===== config.mk =====
export PLATFORM = sky130hd
export DESIGN_NAME = imem_load_ctrl_flat
export DESIGN_NICKNAME = d
export VERILOG_FILES = /design/src/rtl/imem_load_ctrl_pkg.sv /design/src/rtl/imem_load_ctrl_if.sv /design/src/rtl/imem_load_ctrl.sv /design/src/flat_wrapper.sv
export SDC_FILE = /design/constraint.sdc
export NUM_CORES = 1
export LEC_CHECK = 0
export ABC_AREA = 1
export BUFFER_PORTS_ARGS = -buffer_cell sky130_fd_sc_hd__buf_2
export CORE_ASPECT_RATIO = 0.75
export CORE_MARGIN = 2
export CORE_UTILIZATION = 42
export CTS_CLUSTER_SIZE = 25
export DETAILED_ROUTE_END_ITERATION = 7
export GPL_TIMING_DRIVEN = 1
export PLACE_DENSITY = 0.86
export SLEW_MARGIN = 5
export SYNTH_ARGS = -nofsm -noshare
export SYNTH_HDL_FRONTEND = slang
export SYNTH_SLANG_ARGS = --single-unit

===== constraint.sdc =====
create_clock -name i_clk -period 2.75 [get_ports i_clk]
set_clock_uncertainty 0.2 [all_clocks]
set_input_delay 0.4125 -clock i_clk [delete_from_list [all_inputs] [get_ports i_clk]]
set_output_delay 0.4125 -clock i_clk [all_outputs]
set_load 0.05 [all_outputs]

===== src/rtl/imem_load_ctrl_pkg.sv =====
// Shared types and default sizes for the instruction-memory load controller.
//   imem_state_e : port-ownership phase (CLEAR -> LOAD -> RUN)
//   IMEM_ADDR_W  : default word-address width (DEPTH = 2**IMEM_ADDR_W)
//   IMEM_DATA_W  : default instruction word width
package imem_load_ctrl_pkg;

    typedef enum logic [1:0] {
        CLEAR = 2'd0,
        LOAD  = 2'd1,
        RUN   = 2'd2
    } imem_state_e;

    localparam int IMEM_ADDR_W = 8;
    localparam int IMEM_DATA_W = 32;

endpackage


===== src/rtl/imem_load_ctrl_if.sv =====
// Streaming boot-loader channel (valid/ready with end-of-program marker).
//   valid : loader word present
//   data  : instruction word
//   last  : qualifies the final word of the program
//   ready : controller accepts the word this cycle
//   master modport : boot loader side
//   slave  modport : imem_load_ctrl side
interface imem_load_ctrl_if #(
    parameter int DATA_W = 32
);
    logic              valid;
    logic [DATA_W-1:0] data;
    logic              last;
    logic              ready;

    modport master (output valid, output data, output last, input ready);
    modport slave  (input valid, input data, input last, output ready);
endinterface


===== src/rtl/imem_load_ctrl.sv =====
// Owns the single port of the instruction memory.
// After reset the memory is zero-filled (CLEAR), a program is streamed in from
// the boot loader (LOAD), then the port is handed to CPU fetch (RUN). In RUN a
// debug read may steal a cycle, but never two in a row, so fetch keeps moving.
// Ports:
//   i_clk, i_rst        clock, synchronous active-high reset
//   ld                  loader stream (slave side of imem_load_ctrl_if)
//   i_reload            pulse in RUN: restart CLEAR/LOAD
//   i_cpu_addr          fetch address      -> o_cpu_rdata, o_cpu_stall
//   i_dbg_req/addr      debug read request -> o_dbg_gnt, o_dbg_rdata
//   o_mem_we/addr/wdata memory port, i_mem_rdata combinational read of o_mem_addr
//   o_load_done         level, state is RUN
//   o_word_count        words accepted by the last load (ADDR_W+1 bits)
//   o_err_overflow      sticky: loader filled the memory without ld_last
module imem_load_ctrl
    import imem_load_ctrl_pkg::*;
#(
    parameter int ADDR_W   = IMEM_ADDR_W,
    parameter int DATA_W   = IMEM_DATA_W,
    parameter bit CLEAR_EN = 1'b1
) (
    input  logic              i_clk,
    input  logic              i_rst,
    imem_load_ctrl_if.slave   ld,
    input  logic              i_reload,
    input  logic [ADDR_W-1:0] i_cpu_addr,
    output logic [DATA_W-1:0] o_cpu_rdata,
    output logic              o_cpu_stall,
    input  logic              i_dbg_req,
    input  logic [ADDR_W-1:0] i_dbg_addr,
    output logic              o_dbg_gnt,
    output logic [DATA_W-1:0] o_dbg_rdata,
    output logic              o_mem_we,
    output logic [ADDR_W-1:0] o_mem_addr,
    output logic [DATA_W-1:0] o_mem_wdata,
    input  logic [DATA_W-1:0] i_mem_rdata,
    output logic              o_load_done,
    output logic [ADDR_W:0]   o_word_count,
    output logic              o_err_overflow
);

    localparam imem_state_e     START_ST = CLEAR_EN ? CLEAR : LOAD;
    localparam logic [ADDR_W-1:0] PTR_ONE = {{(ADDR_W-1){1'b0}}, 1'b1};
    localparam logic [ADDR_W:0]   WC_ONE  = {{ADDR_W{1'b0}}, 1'b1};
    localparam logic [ADDR_W:0]   DEPTH_W = {1'b1, {ADDR_W{1'b0}}};

    imem_state_e       r_state;
    logic [ADDR_W-1:0] r_clr_cnt;
    logic [ADDR_W-1:0] r_ld_ptr;
    logic [ADDR_W:0]   r_word_count;
    logic              r_err_overflow;
    logic              r_dbg_turn;     // 1: the cycle after a grant belongs to fetch

    imem_state_e       w_next;
    logic              w_hs;
    logic              w_ld_ready;
    logic              w_mem_we;
    logic [ADDR_W-1:0] w_mem_addr;
    logic [DATA_W-1:0] w_mem_wdata;
    logic              w_stall;
    logic              w_gnt;
    logic              w_done;

    // Next state and the single port mux. Everything is forced to its idle
    // value while i_rst is high so nothing leaks out during reset.
    always_comb begin
        w_next      = r_state;
        w_hs        = 1'b0;
        w_ld_ready  = 1'b0;
        w_mem_we    = 1'b0;
        w_mem_addr  = i_cpu_addr;
        w_mem_wdata = '0;
        w_stall     = 1'b1;
        w_gnt       = 1'b0;
        w_done      = 1'b0;
        if (!i_rst) begin
            case (r_state)
                CLEAR: begin
                    w_mem_we   = 1'b1;
                    w_mem_addr = r_clr_cnt;
                    if (r_clr_cnt == '1) w_next = LOAD;
                end
                LOAD: begin
                    w_ld_ready = 1'b1;
                    w_mem_addr = r_ld_ptr;
                    if (ld.valid) begin
                        w_hs        = 1'b1;
                        w_mem_we    = 1'b1;
                        w_mem_wdata = ld.data;
                        // Last word, or the memory is full: either way loading ends.
                        if (ld.last || r_ld_ptr == '1) w_next = RUN;
                    end
                end
                RUN: begin
                    w_done  = 1'b1;
                    w_stall = 1'b0;
                    if (i_dbg_req && !r_dbg_turn) begin
                        w_gnt      = 1'b1;
                        w_stall    = 1'b1;
                        w_mem_addr = i_dbg_addr;
                    end
                    if (i_reload) w_next = START_ST;
                end
                default: w_next = START_ST;
            endcase
        end
    end

    always_ff @(posedge i_clk) begin
        if (i_rst) begin
            r_state        <= START_ST;
            r_clr_cnt      <= '0;
            r_ld_ptr       <= '0;
            r_word_count   <= '0;
            r_err_overflow <= 1'b0;
            r_dbg_turn     <= 1'b0;
        end else begin
            r_state <= w_next;
            case (r_state)
                CLEAR: r_clr_cnt <= r_clr_cnt + PTR_ONE;
                LOAD: begin
                    if (w_hs) begin
                        r_ld_ptr <= r_ld_ptr + PTR_ONE;
                        if (ld.last) begin
                            r_word_count <= {1'b0, r_ld_ptr} + WC_ONE;
                        end else if (r_ld_ptr == '1) begin
                            r_err_overflow <= 1'b1;
                            r_word_count   <= DEPTH_W;
                        end
                    end
                end
                RUN: begin
                    // A grant hands the next cycle to fetch; otherwise debug is eligible.
                    r_dbg_turn <= w_gnt;
                    if (i_reload) begin
                        r_ld_ptr       <= '0;
                        r_clr_cnt      <= '0;
                        r_err_overflow <= 1'b0;
                    end
                end
                default: ;
            endcase
            if (r_state != RUN) r_dbg_turn <= 1'b0;
        end
    end

    assign ld.ready       = w_ld_ready;
    assign o_mem_we       = w_mem_we;
    assign o_mem_addr     = w_mem_addr;
    assign o_mem_wdata    = w_mem_wdata;
    assign o_cpu_rdata    = i_mem_rdata;
    assign o_cpu_stall    = w_stall;
    assign o_dbg_gnt      = w_gnt;
    assign o_dbg_rdata    = i_mem_rdata;
    assign o_load_done    = w_done;
    assign o_word_count   = r_word_count;
    assign o_err_overflow = r_err_overflow;

endmodule


===== src/flat_wrapper.sv =====
// flat-port wrapper written by rule: the top's interface ports become plain ports
module imem_load_ctrl_flat import imem_load_ctrl_pkg::*;
#(
    parameter int ADDR_W   = IMEM_ADDR_W,
    parameter int DATA_W   = IMEM_DATA_W,
    parameter bit CLEAR_EN = 1'b1
)
  (i_clk, i_rst, i_reload, i_cpu_addr, o_cpu_rdata, o_cpu_stall, i_dbg_req, i_dbg_addr, o_dbg_gnt, o_dbg_rdata, o_mem_we, o_mem_addr, o_mem_wdata, i_mem_rdata, o_load_done, o_word_count, o_err_overflow, ld_valid, ld_data, ld_last, ld_ready);
  imem_load_ctrl_if #(.DATA_W(DATA_W)) ld_i ();
  input  logic i_clk;
  input  logic i_rst;
  input  logic i_reload;
  input  logic [ADDR_W-1:0] i_cpu_addr;
  output logic [DATA_W-1:0] o_cpu_rdata;
  output logic o_cpu_stall;
  input  logic i_dbg_req;
  input  logic [ADDR_W-1:0] i_dbg_addr;
  output logic o_dbg_gnt;
  output logic [DATA_W-1:0] o_dbg_rdata;
  output logic o_mem_we;
  output logic [ADDR_W-1:0] o_mem_addr;
  output logic [DATA_W-1:0] o_mem_wdata;
  input  logic [DATA_W-1:0] i_mem_rdata;
  output logic o_load_done;
  output logic [ADDR_W:0] o_word_count;
  output logic o_err_overflow;
  input wire logic [$bits(ld_i.valid)-1:0] ld_valid;
  input wire logic [$bits(ld_i.data)-1:0] ld_data;
  input wire logic [$bits(ld_i.last)-1:0] ld_last;
  output wire logic [$bits(ld_i.ready)-1:0] ld_ready;
  assign ld_i.valid = ld_valid;
  assign ld_i.data = ld_data;
  assign ld_i.last = ld_last;
  assign ld_ready = ld_i.ready;
  imem_load_ctrl #(.ADDR_W(ADDR_W), .DATA_W(DATA_W), .CLEAR_EN(CLEAR_EN)) u_core (.i_clk(i_clk), .i_rst(i_rst), .ld(ld_i), .i_reload(i_reload), .i_cpu_addr(i_cpu_addr), .o_cpu_rdata(o_cpu_rdata), .o_cpu_stall(o_cpu_stall), .i_dbg_req(i_dbg_req), .i_dbg_addr(i_dbg_addr), .o_dbg_gnt(o_dbg_gnt), .o_dbg_rdata(o_dbg_rdata), .o_mem_we(o_mem_we), .o_mem_addr(o_mem_addr), .o_mem_wdata(o_mem_wdata), .i_mem_rdata(i_mem_rdata), .o_load_done(o_load_done), .o_word_count(o_word_count), .o_err_overflow(o_err_overflow));
endmodule

== Word level (Yosys, flattened, before mapping) ==
Index checks and enable logic that the tools add are counted.

* $add $sub $neg: 3
* Multipliers: 0
* Div/mod/pow operators: 0
* Order comparisons: 0
* Equality and inequality tests: 12
* Shift-type cells: 0
* Mux-type cells: 36
* Bitwise gates (word level): 0
* Reduce and logical (&&, ||, !) cells: 13

{| class="wikitable"
|+ Operator list
! operator !! number
|-
| 2-to-1 mux 32 bit || 3
|-
| 2-to-1 mux 8 bit || 4
|-
| case mux 8 bit (2 select lines) || 2
|-
| case mux 8 bit (3 select lines) || 1
|-
| 2-to-1 mux 9 bit || 2
|-
| 2-to-1 mux 1 bit || 17
|-
| adder 8 x 1 -> 8 bit, second input constant || 2
|-
| == test 8 bit, second input constant || 2
|-
| adder 8 x 1 -> 9 bit, second input constant || 1
|-
| 2-to-1 mux 2 bit || 4
|-
| inequality test 2 x 1 -> 1 bit, second input constant || 4
|-
| inequality test 2 bit, second input constant || 4
|-
| case mux 2 bit (3 select lines) || 1
|-
| AND reduction 3 bit || 2
|-
| nonzero test 2 bit || 3
|-
| AND reduction 5 bit || 1
|-
| case mux 1 bit (2 select lines) || 2
|-
| AND reduction 4 bit || 1
|-
| == test 2 x 1 -> 1 bit, second input constant || 1
|-
| == test 2 bit, second input constant || 1
|-
| zero test 2 bit || 1
|-
| AND reduction 2 bit || 1
|-
| OR reduction 2 bit || 1
|-
| logical AND 1 bit || 1
|-
| other kinds (2) || 2
|}

* Register bits: 29
* Bits in latches: 0
* Memory bits (writable): 0
* ROM bits: 0
* Input port bits: 86
* Output and inout port bits: 119
* Logic and storage cells: 70
* Memories kept: 0

== Logic depth before layout (Yosys ltp) ==
Gate-level depths: netlist of run 1.

* Word-level depth: 5
* Mapped depth: 8
* Mapped depth without buffers: 8

== Worst setup path after synthesis of run 1 ==
Ideal clock, no wire load.

* Path type: register to output
* From: register u_core.r_state[1]
* To: output port o_cpu_stall
* Arrival time: 2.678 ns
* Data required time: 2.138 ns
* Setup slack: -0.540 ns
* Cell stages (with the launch flop): 4
* Buffers on the path: 0
* Cell sequence: dfxtp_1 > inv_2 > nor3_1 > o21ai_0

* Cells in the longest elaborated chain, start to end: 3

{| class="wikitable"
|+ Ends and longest elaborated chain
! item !! RTL line !! RTL
|-
| from (decl) || imem_load_ctrl.sv:47 || <nowiki>imem_state_e r_state;</nowiki>
|-
| from (signal assigned) || imem_load_ctrl.sv:118 || <nowiki>r_state <= w_next;</nowiki>
|-
| == test 2 bit || imem_load_ctrl.sv:77 || <nowiki>case (r_state)</nowiki>
|-
| 2-to-1 mux 1 bit || imem_load_ctrl.sv:77 ||
|-
| 2-to-1 mux 1 bit || imem_load_ctrl.sv:76 || <nowiki>if (!i_rst) begin</nowiki>
|-
| to (decl) || flat_wrapper.sv:15 || <nowiki>output logic o_cpu_stall;</nowiki>
|}

Every way passes these cells.

== Worst setup path after layout of run 1 ==
* From: register u_core.r_state[0]
* To: output port o_mem_addr[5]

* Cells in the longest elaborated chain, start to end: 3
* Elaborated cells between the ends (all ways): 5
* Classes of those cells: eq/ne: 2; mux: 2; reduce/logical: 1

{| class="wikitable"
|+ Ends and longest elaborated chain
! item !! RTL line !! RTL
|-
| == test 2 bit (tied with other cells) || imem_load_ctrl.sv:77 ||
|-
| case mux 8 bit (3 select lines) (*) || imem_load_ctrl.sv:77 ||
|-
| 2-to-1 mux 8 bit (*) || imem_load_ctrl.sv:76 ||
|-
| to (decl) || flat_wrapper.sv:21 || <nowiki>output logic [ADDR_W-1:0] o_mem_addr;</nowiki>
|}

Every way passes the cells marked *; elsewhere a longest branch is shown, timed or not.

==> results of run 1 <==
==> state kept, by name, summed over array words and instances (netlist names) <==
name                   flops
u_core.o_word_count        9
u_core.r_clr_cnt           8
u_core.r_ld_ptr            8
u_core.r_state             2
u_core.o_err_overflow      1
u_core.r_dbg_turn          1
==> power groups by stage <==
stage	logic [mW]	clock network [mW]	registers, mW
3_3_place_gp	0.137	0	0.437
3_5_place_dp	0.139	0	0.437
2_1_floorplan	0.328	0	0.436
4_1_cts	0.140	0.401	0.428
5_1_grt	0.153	0.419	0.429
6_report	0.141	0.394	0.428
==> layout by cell type, fill, tap and decap left out, drive strengths merged <==
cell and instances:
nand3 30, dfxtp 29, xor2 1, ha 2, buf 109, a211oi 1
nand3b 2, xnor2 1, clkinv 1, o221ai 2, clkbuf 7, nor3 2
nand2 106, o211ai 1, inv 58, a21oi 26, nor2 59, a31oi 2
o21ai 7
==> metal layers <==
metal	part of all wire	routed length [um]	global-route usage	vias to the layer above
met2	0.43	3060	0.325	152
met3	0.12	850	0.0895	9
met4	0.0096	68	0.0564	0
met5	0	0	0	-
li1	-	-	-	1255
met1	0.44	3070	0.274	1156
==> cell usage after synthesis, drive strengths merged <==
master and n:
xnor2 1, o21ai 7, inv 58, nor3 2
nand3 30, nor2 59, clkbuf 1, a21oi 26
o221ai 2, a31oi 2, nand3b 2, dfxtp 29
ha 2, o211ai 1, a211oi 1, buf 70
nand2 106, xor2 1
==> cell type report <==
| class | count | area, um2 |
|---|---|---|
| tap | 78 | 97.6 |
| timing repair buffer | 109 | 548 |
| inverter | 58 | 218 |
| fill | 593 | 3040 |
| clock buffer | 7 | 96.3 |
| sequential | 29 | 582 |
| multi-input combinational | 242 | 1150 |
| clock inverter | 1 | 5.00 |
==> cells by family after synthesis <==
group / synth area share
AO/OA/AOI/OAI: 0.0945
flip-flops: 0.237
buffers and inverters: 0.299
adder cells (fa/ha/maj): 0.0102
XOR/XNOR: 0.00716
AND/OR/NAND/NOR: 0.352
==> worst paths after layout <==
check,end,slack (ns),start
worst min-delay path,u_core.r_dbg_turn$_SDFFE_PN0N_,0.17,i_rst
worst min register to register,u_core.o_word_count[1]$_SDFFE_PP0P_,0.26,u_core.o_word_count[1]$_SDFFE_PP0P_
worst max register to register,u_core.o_word_count[0]$_SDFFE_PP0P_,0.82,u_core.r_state[1]$_SDFFE_PP0P_
worst max-delay path,o_mem_addr[5],0.23,u_core.r_state[0]$_SDFFE_PP0P_
==> metrics by stage <==
| step | util | instance area (um2) | setup slack (ns) | hold WS, ns | power [mW] |
|---|---|---|---|---|---|
| 2_1_floorplan | - | 2450 | 0.111 | 0.254 | 0.764 |
| 3_3_place_gp | 0.450 | 2580 | 0.472 | 0.248 | 0.574 |
| 3_5_place_dp | 0.450 | 2580 | 0.334 | 0.255 | 0.576 |
| 4_1_cts | 0.468 | 2690 | 0.0281 | 0.171 | 0.969 |
| 5_1_grt | 0.470 | 2700 | 0.101 | 0.187 | 1.00 |
| 6_report | 0.470 | 2700 | 0.232 | 0.174 | 0.963 |
==> worst max-delay path, stage by stage (launching register included) <==
cell     delay [ns]
dfxtp_2        0.40
inv_1          0.23
nand2_1        0.23
nand2_1        0.31
nand2_1        0.11
nand2_1        0.08
buf_2          0.26
==> what timing repair did <==
action	CTS	global route
gates resized for setup	0	2
endpoints found under the hold margin	0	0
setup buffers	0	0
setup endpoints to repair	0	8
==> summary.md, run 1 <==
| Metric | Value |
|---|---|
| Slew @ Worst Pin | 0.511 ns |
| Via count | 2572 |
| RSZ-0062 raised after global routing | false |
| I/O pin count | 205 |
| Max-slew violation count | 0 |
| Max Cap Viol | 0 |
| # rows | 24 |
| Core area | 5740 um2 |
| Max IR drop VDD | 0.249 mV |
| Syn Area/Cell | 6.12 um2 |
| Gr ovfl total | 0 |
| Max_slew headroom | 0.659 |
| GPL Wtd Cong | 0.919 |
| Die H | 70.1 um |
| Tmin final | 2.52 ns |
| Bufs on Longest Clock Path | 2 |
| Req. time, crit path | 2.14 ns |
| Post-synthesis sequential area ratio | 0.237 |
| NumNets Final | 533 |
| Status | completed |
| GRT Overall Usage | 0.212 |
| Hold path depth | 2 |
| Final hold viol count | 0 |
| Clk root buf | clkbuf_8 |
| Num CTS Buffers | 5 |
| Dpl cells | 516 |
| Post-Synthesis Cells | 400 |
| Sequential power share | 0.444 |
| Yosys top cell area share | 0.237 |
| Layout cell share with drive strength beyond 1 | 0.303 |
| CTS Hold Buffers Added | 0 |
| Die W | 92.2 um |
| First-pass DRT Iterations | 6 |
| Synth unique cells | 29 |
| Largest net degree at the start of global routing | 37 |
| Initial Util | 0.427 |
| Initial antenna violation count | 0 |
| Synth Register Bits | 29 |
| Area growth from synthesis to layout | 10.1% |
| Leading area contributor after synthesis | dfxtp_1 |
| Max H-tree Level | 2 |
| Worst setup path class | reg -> out |
| YS warnings | 0 |
| CP startpoint kind | flop |
| CTS tree | done |
| DP Wirelength | 5640 um |
| Comb power frac | 0.146 |
| Crit. End Element | primary output |
| Clk pwr share | 0.409 |
| Final cell count without fillers | 524 |
| Vias in the first global route | 2362 |
| Net Sw Power | 0.264 mW |
| Max Clock Freq | 0.397 GHz |
| Clk slew on worst S/H paths | 0.06 ns |
| Largest cells by area after synthesis | dfxtp_1, buf_4, nand2_1 |
| # diodes | 0 |
| Net Sw Frac | 0.274 |
| Port Buffers | 108 |
| Leak | 1.50 nW |
| Worst path arrival time | 1.91 ns |
| Via-per-instance ratio | 4.91 |
| Syn Nets | 488 |
| Tcrit/Tclk final | 0.916 |
| Int Power | 0.699 mW |
| Residual DRC count | 0 |
| Final setup viols | 0 |
| Iteration-0 DRC Markers | 143 |
| Mapped cell area | 2450 um2 |
| First-pass GRT wire length | 11000 um |
| Reg2reg path depth | 6 |
| HP Class | in -> reg |
| Setup TNS | 0 ns |
| CP max FO | 8 |
| Wirelength, routed | 7050 um |
| DIE AREA | 6460 um2 |
| Power density over cell area | 357 nW/um2 |
| Sink Count | 29 |
| Clk_lat worst skew | 0.29 ns |
| Post-route ant nets | 0 |
| Wire per inst | 13.5 um |
(Power assumes the default switching activity.)
==> inputs of run 2 (changes only) <==
--- a/config.mk
+++ b/config.mk
@@ -6,14 +6,13 @@
 export NUM_CORES = 1
 export LEC_CHECK = 0
 export ABC_AREA = 1
-export BUFFER_PORTS_ARGS = -buffer_cell sky130_fd_sc_hd__buf_2
-export CORE_ASPECT_RATIO = 0.75
-export CORE_MARGIN = 2
-export CORE_UTILIZATION = 42
+export CORE_AREA = 2 2 80 82
 export CTS_CLUSTER_SIZE = 25
 export DETAILED_ROUTE_END_ITERATION = 7
+export DIE_AREA = 0 0 82 84
+export DONT_BUFFER_PORTS = 1
 export GPL_TIMING_DRIVEN = 1
-export PLACE_DENSITY = 0.86
+export PLACE_DENSITY = 0.61
 export SLEW_MARGIN = 5
 export SYNTH_ARGS = -nofsm -noshare
 export SYNTH_HDL_FRONTEND = slang
==> run 2 against run 1 <==
Via count down 10%. Cell count fell by 14%. Register-to-register slack lost 0.02 ns. Largest cell class unchanged. First-iteration DRC count fell by 38%. Highest routed layer unchanged. Wire length rose by 12%. Hold slack got worse by 0.16 ns. Critical path depth stayed put. Critical path type unchanged. Die area is 6.6% higher. Clock power is 12% lower.
==> summary.md, run 2 (same netlist as run 1, synthesis figures left out) <==
| Metric | Value |
|---|---|
| Status | completed |
| HP Class | in -> reg |
| Post-route ant nets | 0 (unchanged) |
| Worst setup path class | reg -> out |
| Clk root buf | clkbuf_8 |
| Dpl cells | 444 (-14%) |
| Req. time, crit path | 2.14 ns (about the same) |
| Crit Reg-Reg Startpoint | u_core.r_state[1]$_SDFFE_PP0P_ |
| Tcrit/Tclk final | 0.891 (-0.0245) |
| Slew @ Worst Pin | 0.911 ns (+0.400 ns) |
| Tot Pwr | 0.866 mW (-10%) |
| Initial Util | 0.402 (-0.0252) |
| Max H-tree Level | 2 (unchanged) |
| Critical-path top delay cell | nand2_1 |
| Largest net degree at the start of global routing | 37 (unchanged) |
| Final setup viols | 0 (unchanged) |
| Max stage delay on crit path | 0.37 ns (-0.03 ns) |
| Max Cap Viol | 0 (unchanged) |
| Setup TNS | 0 ns (unchanged) |
| Worst path cell trace | buf_4, inv_1, nand2_1, nand2_1, nand2_1, nand2_1 |
| # rows | 29 (+21%) |
| Via-per-instance ratio | 5.10 (+3.9%) |
| Max IR drop VDD | 0.450 mV (+81%) |
| Max_slew headroom | 0.391 (-0.268) |
| Net Sw Frac | 0.288 (+0.0145) |
| Filler Cells Inserted | 692 (+17%) |
| Max-slew violation count | 0 (unchanged) |
| Tmin final | 2.45 ns (-0.0674 ns) |
| Clk slew on worst S/H paths | 0.06 ns (about the same) |
| Max reg flops | 9 (unchanged) |
| Core area | 6100 um2 (+6.3%) |
| Max Clock Freq | 0.408 GHz (+2.8%) |
| Final cell count without fillers | 453 (-14%) |
| CP startpoint kind | flop |
| Most used cell, CP | nand2_1 |
| Sequential power share | 0.495 (+0.051) |
| Residual DRC count | 0 (unchanged) |
| I/O pin count | 205 (unchanged) |
| Int Power | 0.616 mW (-12%) |
| Via count | 2311 (-10%) |
| Comb power frac | 0.106 (-0.040) |
| GRT Overall Usage | 0.229 (+0.0173) |
| Cts repair resizes | 0 (unchanged) |
| Final hold viol count | 0 (unchanged) |
| WL met3 | 1090 um (+29%) |
| Clk pwr share | 0.399 (-0.010) |
| Wire per inst | 17.5 um (+30%) |
| Leading cell type in the layout, fill and taps excluded | nand2_1 |
| # diodes | 0 (unchanged) |
| CTS tree | done |
| Bufs on Longest Clock Path | 2 (unchanged) |
| Net Sw Power | 0.250 mW (-5.3%) |
| NumNets Final | 463 (-13%) |
| Die W | 82 um (-11%) |
| Port Buffers | 0 (-100%) |
| Multi-input logic area | 1140 um2 (-0.76%) |
| Dpl ws | 0.607 ns (+0.274 ns) |
| RSZ-0062 raised after global routing | false |
| First-pass DRT Iterations | 4 (-2) |
| DIE AREA | 6890 um2 (+6.6%) |
| Area growth from synthesis to layout | -1.33% |
| Power density over cell area | 358 nW/um2 (+0.31%) |
| Clk_lat worst skew | 0.29 ns (about the same) |
| M1 wire length | 3020 um (-1.7%) |
| Routed wl met2 | 3690 um (+21%) |
| Vias in the first global route | 2264 (-4.1%) |
| Sink Count | 29 (unchanged) |
| First-pass GRT wire length | 12000 um (+9.1%) |
| GPL Wtd Cong | 0.910 (-0.91%) |
| Num CTS Buffers | 5 (unchanged) |
| Worst path arrival time | 1.84 ns (-0.07 ns) |
| Critical Path Start | u_core.r_state[0]$_SDFFE_PP0P_ |
| Setup WS post-layout | 0.299 ns (+0.0674 ns) |
| Crit. End Element | primary output |
| Layout cell share with drive strength beyond 1 | 0.168 (-0.135) |
| Hold wc startpoint | i_rst |
| Gr ovfl total | 0 (unchanged) |
| Most frequent cells in the layout | nand2_1, inv_1, nor2_1, buf_4 |
| Die H | 84 um (+20%) |
| Iteration-0 DRC Markers | 89 (-38%) |
| Final design utilization | 0.396 (-0.0735) |
| DP Wirelength | 6530 um (+16%) |
| Wirelength, routed | 7920 um (+12%) |
| CP max FO | 8 (unchanged) |
| Initial antenna violation count | 0 (unchanged) |
| Reg area | 581 um2 (-0.22%) |
| Top routing layer used | met4 |
| Leak | 1.19 nW (-21%) |
## run 2: stage by stage
step	hold slack [ns]	instance area [um2]
finish	0.0140	2420
global route	0.0105	2420
CTS	0.00504	2420
detailed placement	0.280	2320
global placement	0.275	2320
floorplan	0.254	2450
## run 2: worst max-delay path, delay by kind of cell, from the launching register on
family | cells | cell delay (ns)
DFF | 1 | 0.30
buffers and inverters | 2 | 0.35
and+or+nand+nor | 4 | 0.91
## run 2: final cells by class
class,count,share of cell area
Clock inverter,3,0.00725
Timing Repair Buffer,39,0.122
Clock buffer,5,0.0285
Inverter,58,0.0901
Sequential cell,29,0.240
Multi-Input combinational cell,242,0.472
Tap cell,77,0.0399
## run 2: power groups by stage
stage / Clock (mW) / Sequential [mW] / Combinational, mW
floorplan: 0 / 0.436 / 0.328
global placement: 0 / 0.437 / 0.0842
detailed placement: 0 / 0.437 / 0.0853
CTS: 0.353 / 0.428 / 0.0922
global route: 0.367 / 0.428 / 0.100
finish: 0.345 / 0.428 / 0.0921
## run 2: metal layers
layer	up-vias	global-route usage
met5	-	0
met4	0	0.0500
met3	12	0.136
met2	148	0.370
met1	1034	0.256
li1	1117	-
## run 2: final timing paths
kind	endpoint	slack, ns	depth (start not counted)
worst min register to register	u_core.r_clr_cnt[6]$_SDFFE_PP0P_	0.29	2
worst max-delay path	o_mem_addr[1]	0.30	6
worst min-delay path	u_core.r_clr_cnt[0]$_SDFFE_PP0P_	0.01	1
worst max register to register	u_core.o_word_count[7]$_SDFFE_PP0P_	0.80	6
## run 2: what timing repair did
item,CTS,global route
endpoints found under the setup margin,0,0
hold endpoints to repair,23,0
buffers inserted,0,0
hold buffers,1,0
==> inputs of run 3 (changes only) <==
--- a/config.mk
+++ b/config.mk
@@ -6,13 +6,16 @@
 export NUM_CORES = 1
 export LEC_CHECK = 0
 export ABC_AREA = 1
-export CORE_AREA = 2 2 80 82
+export CELL_PAD_IN_SITES_DETAIL_PLACEMENT = 0
+export CELL_PAD_IN_SITES_GLOBAL_PLACEMENT = 1
+export CORE_ASPECT_RATIO = 0.75
+export CORE_MARGIN = 2
+export CORE_UTILIZATION = 42
 export CTS_CLUSTER_SIZE = 25
 export DETAILED_ROUTE_END_ITERATION = 7
-export DIE_AREA = 0 0 82 84
 export DONT_BUFFER_PORTS = 1
 export GPL_TIMING_DRIVEN = 1
-export PLACE_DENSITY = 0.61
+export PLACE_DENSITY = 0.9
 export SLEW_MARGIN = 5
 export SYNTH_ARGS = -nofsm -noshare
 export SYNTH_HDL_FRONTEND = slang
==> run 3 against run 2 <==
Die area is 6.2% lower. Fmax rose by 1.1%. Worst setup slack better by 0.026 ns. Largest power group unchanged. First-iteration DRC count grew 76%. Via count fell by 4.8%. Non-clock buffer count increased by 1. Sequential cell count unchanged. Core utilization grew 3.0 points. Global-route usage shrank 3.9 points.
==> summary.md, run 3 (same netlist as run 1, synthesis figures left out) <==
| Metric | Value |
|---|---|
| Status | completed |
| Final setup viols | 0 (unchanged) |
| HP Class | in -> reg |
| GRT Overall Usage | 0.190 (-0.0390) |
| Power density over cell area | 370 nW/um2 (+3.3%) |
| Max reg flops | 9 (unchanged) |
| R2r setup slk | 0.84 ns (+0.04 ns) |
| Worst setup path class | reg -> out |
| Gr ovfl total | 0 (unchanged) |
| Max stage delay on crit path | 0.49 ns (+0.12 ns) |
| Dpl ws | 0.420 ns (-0.187 ns) |
| Setup TNS | 0 ns (unchanged) |
| Die W | 92.2 um (+12%) |
| Tot Pwr | 0.905 mW (+4.5%) |
| Num CTS Buffers | 5 (unchanged) |
| Tmin final | 2.43 ns (-0.0257 ns) |
| Setup WS post-layout | 0.325 ns (+0.0257 ns) |
| GPL Wtd Cong | 0.884 (-2.9%) |
| DP Wirelength | 4870 um (-25%) |
| Worst hold endpoint | u_core.r_state[0]$_SDFFE_PP0P_ |
| CP startpoint kind | flop |
| Leak | 1.20 nW (+1.2%) |
| Clk_lat worst skew | 0.28 ns (about the same) |
| Reg area | 582 um2 (+0.22%) |
| First-pass GRT wire length | 9680 um (-19%) |
| First-pass DRT Iterations | 4 (unchanged) |
| Max-slew violation count | 0 (unchanged) |
| Slew @ Worst Pin | 0.793 ns (-0.118 ns) |
| Tcrit/Tclk final | 0.882 (-0.00935) |
| Max H-tree Level | 2 (unchanged) |
| Initial antenna violation count | 0 (unchanged) |
| CP max FO | 8 (unchanged) |
| Worst path cell trace | inv_1, a31oi_2, nand2_1, nand2_1 |
| Area growth from synthesis to layout | -0.102% |
| CP delay by family, top | flip-flops |
| Iteration-0 DRC Markers | 157 (+76%) |
| DIE AREA | 6460 um2 (-6.2%) |
| Clk slew on worst S/H paths | 0.06 ns (about the same) |
| Filler Cells Inserted | 611 (-12%) |
| Via count | 2199 (-4.8%) |
| Buffer and inverter count on the worst path | 1 (-1) |
| Crit. End Element | primary output |
| Post-CTS setup repair buffer count | 0 (unchanged) |
| Hold path depth | 3 (+2) |
| CTS tree | done |
| Leading cell type in the layout, fill and taps excluded | nand2_1 |
| Port Buffers | 0 (unchanged) |
| Via-per-instance ratio | 4.83 (-5.3%) |
| Residual DRC count | 0 (unchanged) |
| # diodes | 0 (unchanged) |
| Req. time, crit path | 2.14 ns (about the same) |
| Sink Count | 29 (unchanged) |
| Core area | 5740 um2 (-5.9%) |
| Multi-input logic area | 1140 um2 (unchanged) |
| Crit Reg-Reg Startpoint | u_core.r_state[1]$_SDFFE_PP0P_ |
| Initial Util | 0.427 (+0.0252) |
| Vias in the first global route | 2033 (-10%) |
| Max_slew headroom | 0.470 (+0.0790) |
| Hold wc startpoint | i_rst |
| Bufs on Longest Clock Path | 2 (unchanged) |
| # rows | 24 (-17%) |
| Final hold viol count | 0 (unchanged) |
| NumNets Final | 464 (+0.22%) |
| Most used cell, CP | nand2_1 |
| Worst R2R End | u_core.o_word_count[0]$_SDFFE_PP0P_ |
| Layout cell share with drive strength beyond 1 | 0.167 (-0.000444) |
| Die H | 70.1 um (-17%) |
| Wire per inst | 13.7 um (-22%) |
| Hold_ws | 0.0727 ns (+0.0587 ns) |
| Critical-path top delay cell | dfxtp_2 |
| Post-route ant nets | 0 (unchanged) |
| Largest net degree at the start of global routing | 37 (unchanged) |
| Worst path arrival time | 1.81 ns (-0.03 ns) |
| Wirelength, routed | 6240 um (-21%) |
| I/O pin count | 205 (unchanged) |
| Max IR drop VDD | 0.193 mV (-57%) |
| RSZ-0062 raised after global routing | false |
| Reg2reg path depth | 6 (unchanged) |
| Final design utilization | 0.426 (+0.0301) |
| Most frequent cells in the layout | nand2_1, inv_1, nor2_1, buf_4, nand3_1 |
| Clk root buf | clkbuf_8 |
| Max Clock Freq | 0.412 GHz (+1.1%) |
| Max Cap Viol | 0 (unchanged) |
run 3: repair_timing:
item / in CTS / in global routing
setup endpoints to repair: 0 / 8
hold buffers: 3 / 0
hold endpoints to repair: 20 / 0
resized for setup: 0 / 1
run 3: layout make-up:
| cell class | instances | area share |
|---|---|---|
| multi-input combinational | 242 | 0.466 |
| sequential | 29 | 0.238 |
| timing repair buffer | 40 | 0.126 |
| inverter | 58 | 0.0890 |
| tap | 78 | 0.0399 |
| clock buffer | 7 | 0.0394 |
| clock inverter | 1 | 0.00205 |
run 3: worst max-delay path by stage:
stage,start,endpoint,cells past startpoint
finish,u_core.r_state[0]$_SDFFE_PP0P_,o_mem_addr[0],4
detailed placement,u_core.r_state[0]$_SDFFE_PP0P_,o_mem_addr[1],5
global placement,u_core.r_state[0]$_SDFFE_PP0P_,o_mem_addr[4],4
global route,u_core.r_state[0]$_SDFFE_PP0P_,o_mem_addr[6],5
floorplan,u_core.r_state[1]$_SDFFE_PP0P_,o_cpu_stall,3
CTS,u_core.r_state[0]$_SDFFE_PP0P_,o_mem_addr[1],5
run 3: worst reg2reg max path, delay by kind of cell (launching register included):
family          cells  cell delay, ns
simple gates        4            0.79
buf+inv             1            0.33
compound gates      1            0.06
flops               1            0.38
run 3: per-layer routing:
layer	global-route usage	routed length [um]	vias to the layer above
met4	0.0464	49	0
met3	0.0766	537	7
met2	0.323	2970	87
met1	0.225	2690	987
met5	0	0	-
li1	-	-	1118
run 3: power by group:
group	internal, mW	leakage, nW	switching, mW
sequential	0.424	0.235	0.00402
clock	0.226	0.0542	0.160
combinational	0.0200	0.915	0.0709
total	0.670	1.20	0.235
run 3: stage by stage:
stage                     std cells  cell area [um2]
after floorplan                 400             2450
after global placement          444             2310
after detailed placement        444             2310
after CTS                       455             2440
after global routing            455             2450
final                           455             2450
